==> config.mk <==
export PLATFORM = sky130hd
export DESIGN_NAME = wb_ram_arbiter
export DESIGN_NICKNAME = d
export VERILOG_FILES = /design/src/rtl/wb_ram_arbiter.sv
export SDC_FILE = /design/constraint.sdc
export NUM_CORES = 1
export LEC_CHECK = 0
export ABC_AREA = 1
export CAP_MARGIN = 20
export CORE_AREA = 2 2 148 150
export DETAILED_ROUTE_END_ITERATION = 8
export DIE_AREA = 0 0 150 152
export PLACE_DENSITY_LB_ADDON = 0.12
export SYNTH_ARGS = -nofsm -noshare
export SYNTH_HDL_FRONTEND = slang
export SYNTH_SLANG_ARGS = --single-unit
==> constraint.sdc <==
create_clock -name wb_clk -period 2.8 [get_ports wb_clk]
set_clock_uncertainty 0.15 [all_clocks]
set_input_delay 0.56 -clock wb_clk [delete_from_list [all_inputs] [get_ports wb_clk]]
set_output_delay 0.56 -clock wb_clk [all_outputs]
set_load 0.03 [all_outputs]
==> src/rtl/wb_ram_arbiter.sv <==
// Round-robin Wishbone arbiter sharing one slave port (DDR2 controller) between
// NUM_MASTERS masters, with tenure-long grants and a per-tenure ack watchdog.
module wb_ram_arbiter #(
  parameter int NUM_MASTERS = 3,
  parameter int TIMEOUT     = 255,
  parameter int TIMEOUT_W   = 8
) (
  input  logic                        wb_clk,
  input  logic                        wb_rst,
  input  logic [32*NUM_MASTERS-1:0]   wbm_adr_i,
  input  logic [32*NUM_MASTERS-1:0]   wbm_dat_i,
  input  logic [4*NUM_MASTERS-1:0]    wbm_sel_i,
  input  logic [3*NUM_MASTERS-1:0]    wbm_cti_i,
  input  logic [2*NUM_MASTERS-1:0]    wbm_bte_i,
  input  logic [NUM_MASTERS-1:0]      wbm_cyc_i,
  input  logic [NUM_MASTERS-1:0]      wbm_stb_i,
  input  logic [NUM_MASTERS-1:0]      wbm_we_i,
  output logic [31:0]                 wbm_dat_o,
  output logic [NUM_MASTERS-1:0]      wbm_ack_o,
  output logic [NUM_MASTERS-1:0]      wbm_err_o,
  output logic [NUM_MASTERS-1:0]      wbm_rty_o,
  output logic [31:0]                 wbs_adr_o,
  output logic [31:0]                 wbs_dat_o,
  output logic [3:0]                  wbs_sel_o,
  output logic [2:0]                  wbs_cti_o,
  output logic [1:0]                  wbs_bte_o,
  output logic                        wbs_cyc_o,
  output logic                        wbs_stb_o,
  output logic                        wbs_we_o,
  input  logic [31:0]                 wbs_dat_i,
  input  logic                        wbs_ack_i,
  input  logic                        wbs_err_i,
  output logic [NUM_MASTERS-1:0]      grant_o,
  output logic                        timeout_o
);

  localparam int IW = (NUM_MASTERS > 1) ? $clog2(NUM_MASTERS) : 1;

  localparam logic [1:0] S_IDLE  = 2'd0;
  localparam logic [1:0] S_BUSY  = 2'd1;
  localparam logic [1:0] S_ERR   = 2'd2;
  localparam logic [1:0] S_DRAIN = 2'd3;

  localparam logic [TIMEOUT_W-1:0] TO_LAST = TIMEOUT_W'(TIMEOUT - 1);

  logic [1:0]             state, state_nxt;
  logic [IW-1:0]          last;
  logic [IW-1:0]          sel_idx;
  logic [IW-1:0]          cand;
  logic                   sel_found;
  logic [NUM_MASTERS-1:0] grant;
  logic [TIMEOUT_W-1:0]   cnt;
  logic                   g_cyc, g_stb, fire;

  // Search upward from last+1 so the previous owner is considered last.
  always_comb begin
    sel_found = 1'b0;
    sel_idx   = '0;
    cand      = '0;
    for (int unsigned k = 1; k <= NUM_MASTERS; k++) begin
      cand = IW'((32'(last) + k) % NUM_MASTERS);
      if (!sel_found && wbm_cyc_i[cand]) begin
        sel_found = 1'b1;
        sel_idx   = cand;
      end
    end
  end

  assign g_cyc = wbm_cyc_i[last];
  assign g_stb = wbm_stb_i[last];

  // Fires on the cycle the counter would reach TIMEOUT; a same-cycle ack/err wins.
  assign fire = (state == S_BUSY) && g_stb && !wbs_ack_i && !wbs_err_i && (cnt == TO_LAST);

  always_comb begin
    state_nxt = state;
    case (state)
      S_IDLE:  if (sel_found) state_nxt = S_BUSY;
      S_BUSY:  if (!g_cyc) state_nxt = S_IDLE;
               else if (fire) state_nxt = S_ERR;
      S_ERR:   state_nxt = g_cyc ? S_DRAIN : S_IDLE;
      S_DRAIN: if (!g_cyc) state_nxt = S_IDLE;
      default: state_nxt = S_IDLE;
    endcase
  end

  always_ff @(posedge wb_clk) begin
    if (wb_rst) begin
      state <= S_IDLE;
      grant <= '0;
      last  <= IW'(NUM_MASTERS - 1);
      cnt   <= '0;
    end else begin
      state <= state_nxt;
      if (state == S_IDLE && sel_found) begin
        grant <= NUM_MASTERS'(1) << sel_idx;
        last  <= sel_idx;
      end else if (state_nxt == S_IDLE) begin
        grant <= '0;
      end
      if (state != S_BUSY || !g_stb || wbs_ack_i || wbs_err_i)
        cnt <= '0;
      else if (cnt != '1)
        cnt <= cnt + 1'b1;
    end
  end

  always_comb begin
    wbs_adr_o = '0;
    wbs_dat_o = '0;
    wbs_sel_o = '0;
    wbs_cti_o = '0;
    wbs_bte_o = '0;
    wbs_cyc_o = 1'b0;
    wbs_stb_o = 1'b0;
    wbs_we_o  = 1'b0;
    wbm_ack_o = '0;
    wbm_err_o = '0;
    if (state == S_BUSY) begin
      wbs_adr_o = wbm_adr_i[32*last +: 32];
      wbs_dat_o = wbm_dat_i[32*last +: 32];
      wbs_sel_o = wbm_sel_i[4*last +: 4];
      wbs_cti_o = wbm_cti_i[3*last +: 3];
      wbs_bte_o = wbm_bte_i[2*last +: 2];
      wbs_cyc_o = g_cyc;
      wbs_stb_o = g_stb;
      wbs_we_o  = wbm_we_i[last];
      wbm_ack_o = grant & {NUM_MASTERS{wbs_ack_i}};
      wbm_err_o = grant & {NUM_MASTERS{wbs_err_i}};
    end else if (state == S_ERR) begin
      wbm_err_o = grant;
    end
  end

  assign timeout_o = (state == S_ERR);
  assign grant_o   = grant;
  assign wbm_rty_o = '0;
  assign wbm_dat_o = wbs_dat_i;

endmodule

== Word-level counts from Yosys, hierarchy flattened ==
Cells that the tools add are included.
Word-level totals
  register bits: 15
  latch bits: 0
  memory bits (writable): 0
  memory bits (read-only): 0
  bits of input ports: 264
  output and inout port bits: 121
  word-level logic and storage cells: 86
  memories: 0
Cells by class
  $add $sub $neg: 4
  $mul: 1
  divide/modulo/power cells: 3
  magnitude comparators: 4
  equal/unequal tests: 6
  shift-type cells: 6
  multiplexer cells: 37
  bitwise operators: 2
  reduce and logical (&&, ||, !) cells: 19
Operators with widths (count)
  $shiftx 96x8->32: 2
  $mod 32x2->32 const B: 3
  $mux 32: 2
  $mux 2: 9
  $mux 3: 6
  $bmux 1 s2: 6
  $lt 2x3->1 const B: 4
  $mux 1: 12
  $shiftx 12x5->4: 1
  $shiftx 9x5->3: 1
  $add 8x1->8 const B: 1
  $eq 8x8->1 const B: 1
  $ne 8x8->1 const B: 1
  $pmux 2 s4: 1
  $logic_and 1x1->1: 7
  $add 2x2->3 const B: 2
  $and 3x3->3: 2
  $shiftx 6x4->2: 1
  $logic_not 1->1: 5
  $eq 2x2->1 const B: 2
  $logic_not 2->1: 2
  $mul 2x2->4 const A: 1
  $mux 4: 1
  $add 2x1->3 const B: 1
  6 further kinds: 8

== Logic depth before layout (Yosys ltp) ==
Gate-level depths: netlist (run 1).
  word-level depth: 16
  depth in mapped cells: 14
  gate-level depth less buffers: 12

== Worst setup path before layout (run 1) ==
OpenSTA, ideal clock, no wires.
  path type: reg2out
  start: register last[1]
  end: output port wbs_adr_o[0]
  data arrival time: 1.556 ns
  data required time: 2.090 ns
  slack: 0.534 ns
  cell stages (with the launch flop): 7
  path buffers: 2
  cell sequence: dfxtp_1 > inv_2 > nor2_1 > buf_2 > buf_2 > nand2_1 > a21oi_1
On the way
  cells in the longest elaborated chain, start to end: 2
RTL lines
  start, declared: line 47  | logic [IW-1:0] last;
  start signal, assigned: line 91  | last <= IW'(NUM_MASTERS - 1);
  start signal, assigned: line 97  | last <= sel_idx;
  $shiftx 96x8->32: line 120  | wbs_adr_o = wbm_adr_i[32*last +: 32];
  $mux 32: line 119  | if (state == S_BUSY) begin
  end, declared: line 22  | output logic [31:0] wbs_adr_o,
No other way between the ends.

== Worst setup path after layout (run 1) ==
  start: input port wbs_ack_i
  end: output port wbm_ack_o[0]
On the way
  cells in the longest elaborated chain, start to end: 2
RTL lines
  start, declared: line 31  | input logic wbs_ack_i,
  $and 3x3->3: line 128  | wbm_ack_o = grant & {NUM_MASTERS{wbs_ack_i}};
  $mux 3: line 119
  end, declared: line 19  | output logic [NUM_MASTERS-1:0] wbm_ack_o,
No other way between the ends.

==> results.sh, run 1 <==
export IMPL_cts_inserted_buffers=3
export IMPL_synth_fa_ha_area_share_pct=2.08
export IMPL_synth_compound_area_share_pct=29.5
export IMPL_core_mm2=0.0214
export IMPL_cpLargestDelayFamily="buffers and inverters"
export IMPL_worst_r2r_setup_slack_ps=490
export IMPL_gp_congestion=0.809
export IMPL_cts_tree="built"
export IMPL_min_period_ps=2690
export IMPL_grt_ovfl_total=0
export IMPL_row_count=54
export IMPL_path_buf_inv=3
export IMPL_drt_wl_total_um=19100
export IMPL_cp_data_arrival_time_ps=1980
export IMPL_synth_top_family_by_area="simple AND/OR/NAND/NOR gates"
export IMPL_antenna_found_initial=1
export IMPL_track_usage_pct=15.3
export IMPL_die_width_um=150
export IMPL_synth_area_mm2=0.00301
export IMPL_synth_top_cell_by_area="nor2_1"
export IMPL_dp_cells=1148
export IMPL_slowest_delay_ps=700
export IMPL_drtPass1Iterations=4
export IMPL_fin_tns_setup_ps=0
export IMPL_fillers=2402
export IMPL_io_pins=385
export IMPL_stdcell_count=1153
export IMPL_cts_sinks=15
export IMPL_p_leak_nw=2.64
export IMPL_slew_viol_final=0
export IMPL_port_buffers=317
export IMPL_synth_distinct_cells=26
export IMPL_nNetsFinal=1142
export IMPL_cts_setup_buffers=0
export IMPL_critPathMaxFanout=3
export IMPL_fmax_mhz=371
export IMPL_finalCritPeriodShare_pct=96.2
export IMPL_grt_pass1_vias=4466
export IMPL_final_area_mm2=0.00633
export IMPL_ant_nets=0
export IMPL_holdBufCountCts=0
export IMPL_peakVddDrop_uv=395
export IMPL_yosys_warnings=0
export IMPL_setup_viol=0
export IMPL_dr_total_vias=4748
export IMPL_fin_util_pct=29.7
export IMPL_synth_top_area_share_pct=20.6
export IMPL_htree_num_levels=1
export IMPL_synthTopCellsByArea="nor2_1 (21%), nand2_1 (15%), a21oi_1 (14%)"
export IMPL_hpwlAfterDp_um=14900
export IMPL_routedWlPerCell_um=16.5
export IMPL_synth_simple_area_share_pct=39.2
export IMPL_hold_violations=0
export IMPL_drive_gt1_share_pct=12.7
export IMPL_cp_common_cell="clkdlybuf4s50_1"
export IMPL_p_per_area_mw_per_mm2=762
export IMPL_grt_pass1_wl_um=27300
export IMPL_syn_avg_cell_area_um2=4.97
export IMPL_fp_dieH_um=152
export IMPL_critPathLaunchType="primary input"
export IMPL_clockRootBuffer="clkbuf_16"
export IMPL_cts_resized=0
export IMPL_critPathSlowestCell="clkdlybuf4s50_1"
export IMPL_rsz0062_at_grt="no"
export IMPL_start_util_pct=14.1
export IMPL_grt_max_degree=47
export IMPL_die_area_mm2=0.0228
export IMPL_path_class="in -> out"
export IMPL_ys_ff_latch=15
export IMPL_area_delta_synth_final_pct=111
export IMPL_insertion_delay_ps=250
export IMPL_synthMuxAreaShare_pct=0.333
export IMPL_synthCells=605
export IMPL_max_clock_path_buffers=2
export IMPL_status="completed"
export IMPL_drc_errors=0
export IMPL_cts_reportedPaths_clkPinSlew_ps=50
export IMPL_path_cells="clkdlybuf4s50_1 > inv_1 > nor3_1 > clkdlybuf4s50_1"
export IMPL_hp_class="reg -> reg"
export IMPL_synth_seq_area_share_pct=9.99
export IMPL_place_area_mm2=0.00625
export IMPL_drt_vias_per_instance=4.12
export IMPL_synth_xor_area_share_pct=0.874
export IMPL_drt_first_iter_violations=204
export IMPL_cap_violations=0
export IMPL_cp_end_kind="output port"
export IMPL_worstPathRequired_ps=2090
## power breakdown
group          internal [W]  switching [W]
combinational       0.00159        0.00262
sequential         0.000254      0.0000746
clock              0.000191      0.0000911
## registers in the layout, summed over array words and instances, names as in the netlist
register  cells
state         2
cnt           8
grant_o       3
last          2
## worst paths after layout
kind / to / startpoint / cells after the start
hold reg to reg: grant_o[0]$_SDFFE_PP0P_ / grant_o[0]$_SDFFE_PP0P_ / 2
setup / recovery: wbm_ack_o[0] / wbs_ack_i / 4
setup reg to reg: grant_o[1]$_SDFFE_PP0P_ / last[0]$_SDFFE_PP0P_ / 12
hold / removal: grant_o[0]$_SDFFE_PP0P_ / grant_o[0]$_SDFFE_PP0P_ / 2
## cells by family after synthesis
| kind of cell | count (synthesis) |
|---|---|
| XOR/XNOR | 3 |
| flip-flops | 15 |
| adder cells (fa/ha/maj) | 5 |
| other | 1 |
| AO/OA/AOI/OAI | 173 |
| buffers and inverters | 103 |
| multiplexers | 1 |
| AND/OR/NAND/NOR | 304 |
## metrics by stage
stage / power [W] / hold slack (ps) / setup slack, ps
floorplan: 0.00277 / 325 / 534
global placement: 0.00464 / 342 / 50.4
detailed placement: 0.00460 / 342 / 61.5
CTS: 0.00490 / 358 / 56.0
global route: 0.00520 / 376 / 0.516
finish: 0.00483 / 346 / 105
## routing by layer
metal	global-route usage, %	part of all wire (%)
met3	4.08	9.5
met2	26.4	47
met4	1.17	0.34
met5	0	0
met1	19.8	44
## cell usage in the layout, fill, tap and decap left out, types with 12 or more instances in the layout
| master | instances |
|---|---|
| o21ai_0 | 82 |
| nor2_1 | 164 |
| a21oi_1 | 86 |
| buf_12 | 14 |
| nand3_1 | 12 |
| buf_4 | 83 |
| inv_1 | 26 |
| clkdlybuf4s50_1 | 238 |
| dfxtp_1 | 13 |
| nand2_1 | 116 |
## synthesized netlist by cell type (all sizes together)
library cell	count
nor2	165
nand2	117
a21oi	87
o21ai	82
buf	56
inv	28
clkbuf	19
dfxtp	15
nand3	13
ha	5
nor3	5
nand4	3
xor2	2
a211oi	1
a21boi	1
conb	1
mux2i	1
o211ai	1
o32ai	1
or2	1
xnor2	1
## cell type report
class	count	area (um^2)	share of cell area (%)
timing repair buffer	336	3300	52.1
multi-input combinational	489	2190	34.6
tap	280	350	5.53
sequential	15	305	4.82
inverter	28	105	1.66
clock buffer	3	75.1	1.19
clock inverter	1	5.00	0.0791
antenna	1	2.50	0.0395
## worst register-to-register path, delay by kind of cell (launching register included)
family	cells	cell delay (ps)
and+or+nand+nor	5	490
AOI/OAI and AO/OA	2	260
DFF	1	400
adders and majority gates	1	280
buffers and inverters	4	600
Power figures use the tool's default switching activity.
==> run 2, diff against run 1 <==
Settings changed: GPL_ROUTABILITY_DRIVEN set to 0.
==> results of run 2 <==
Same layout as run 1: the final DEF is identical, and so are final timing and power.
==> run 3, diff against run 2 <==
Settings changed: CTS_CLUSTER_SIZE set to 24, TNS_END_PERCENT set to 50.
==> results of run 3 <==
Same layout as run 1: the final DEF is identical, and so are final timing and power.
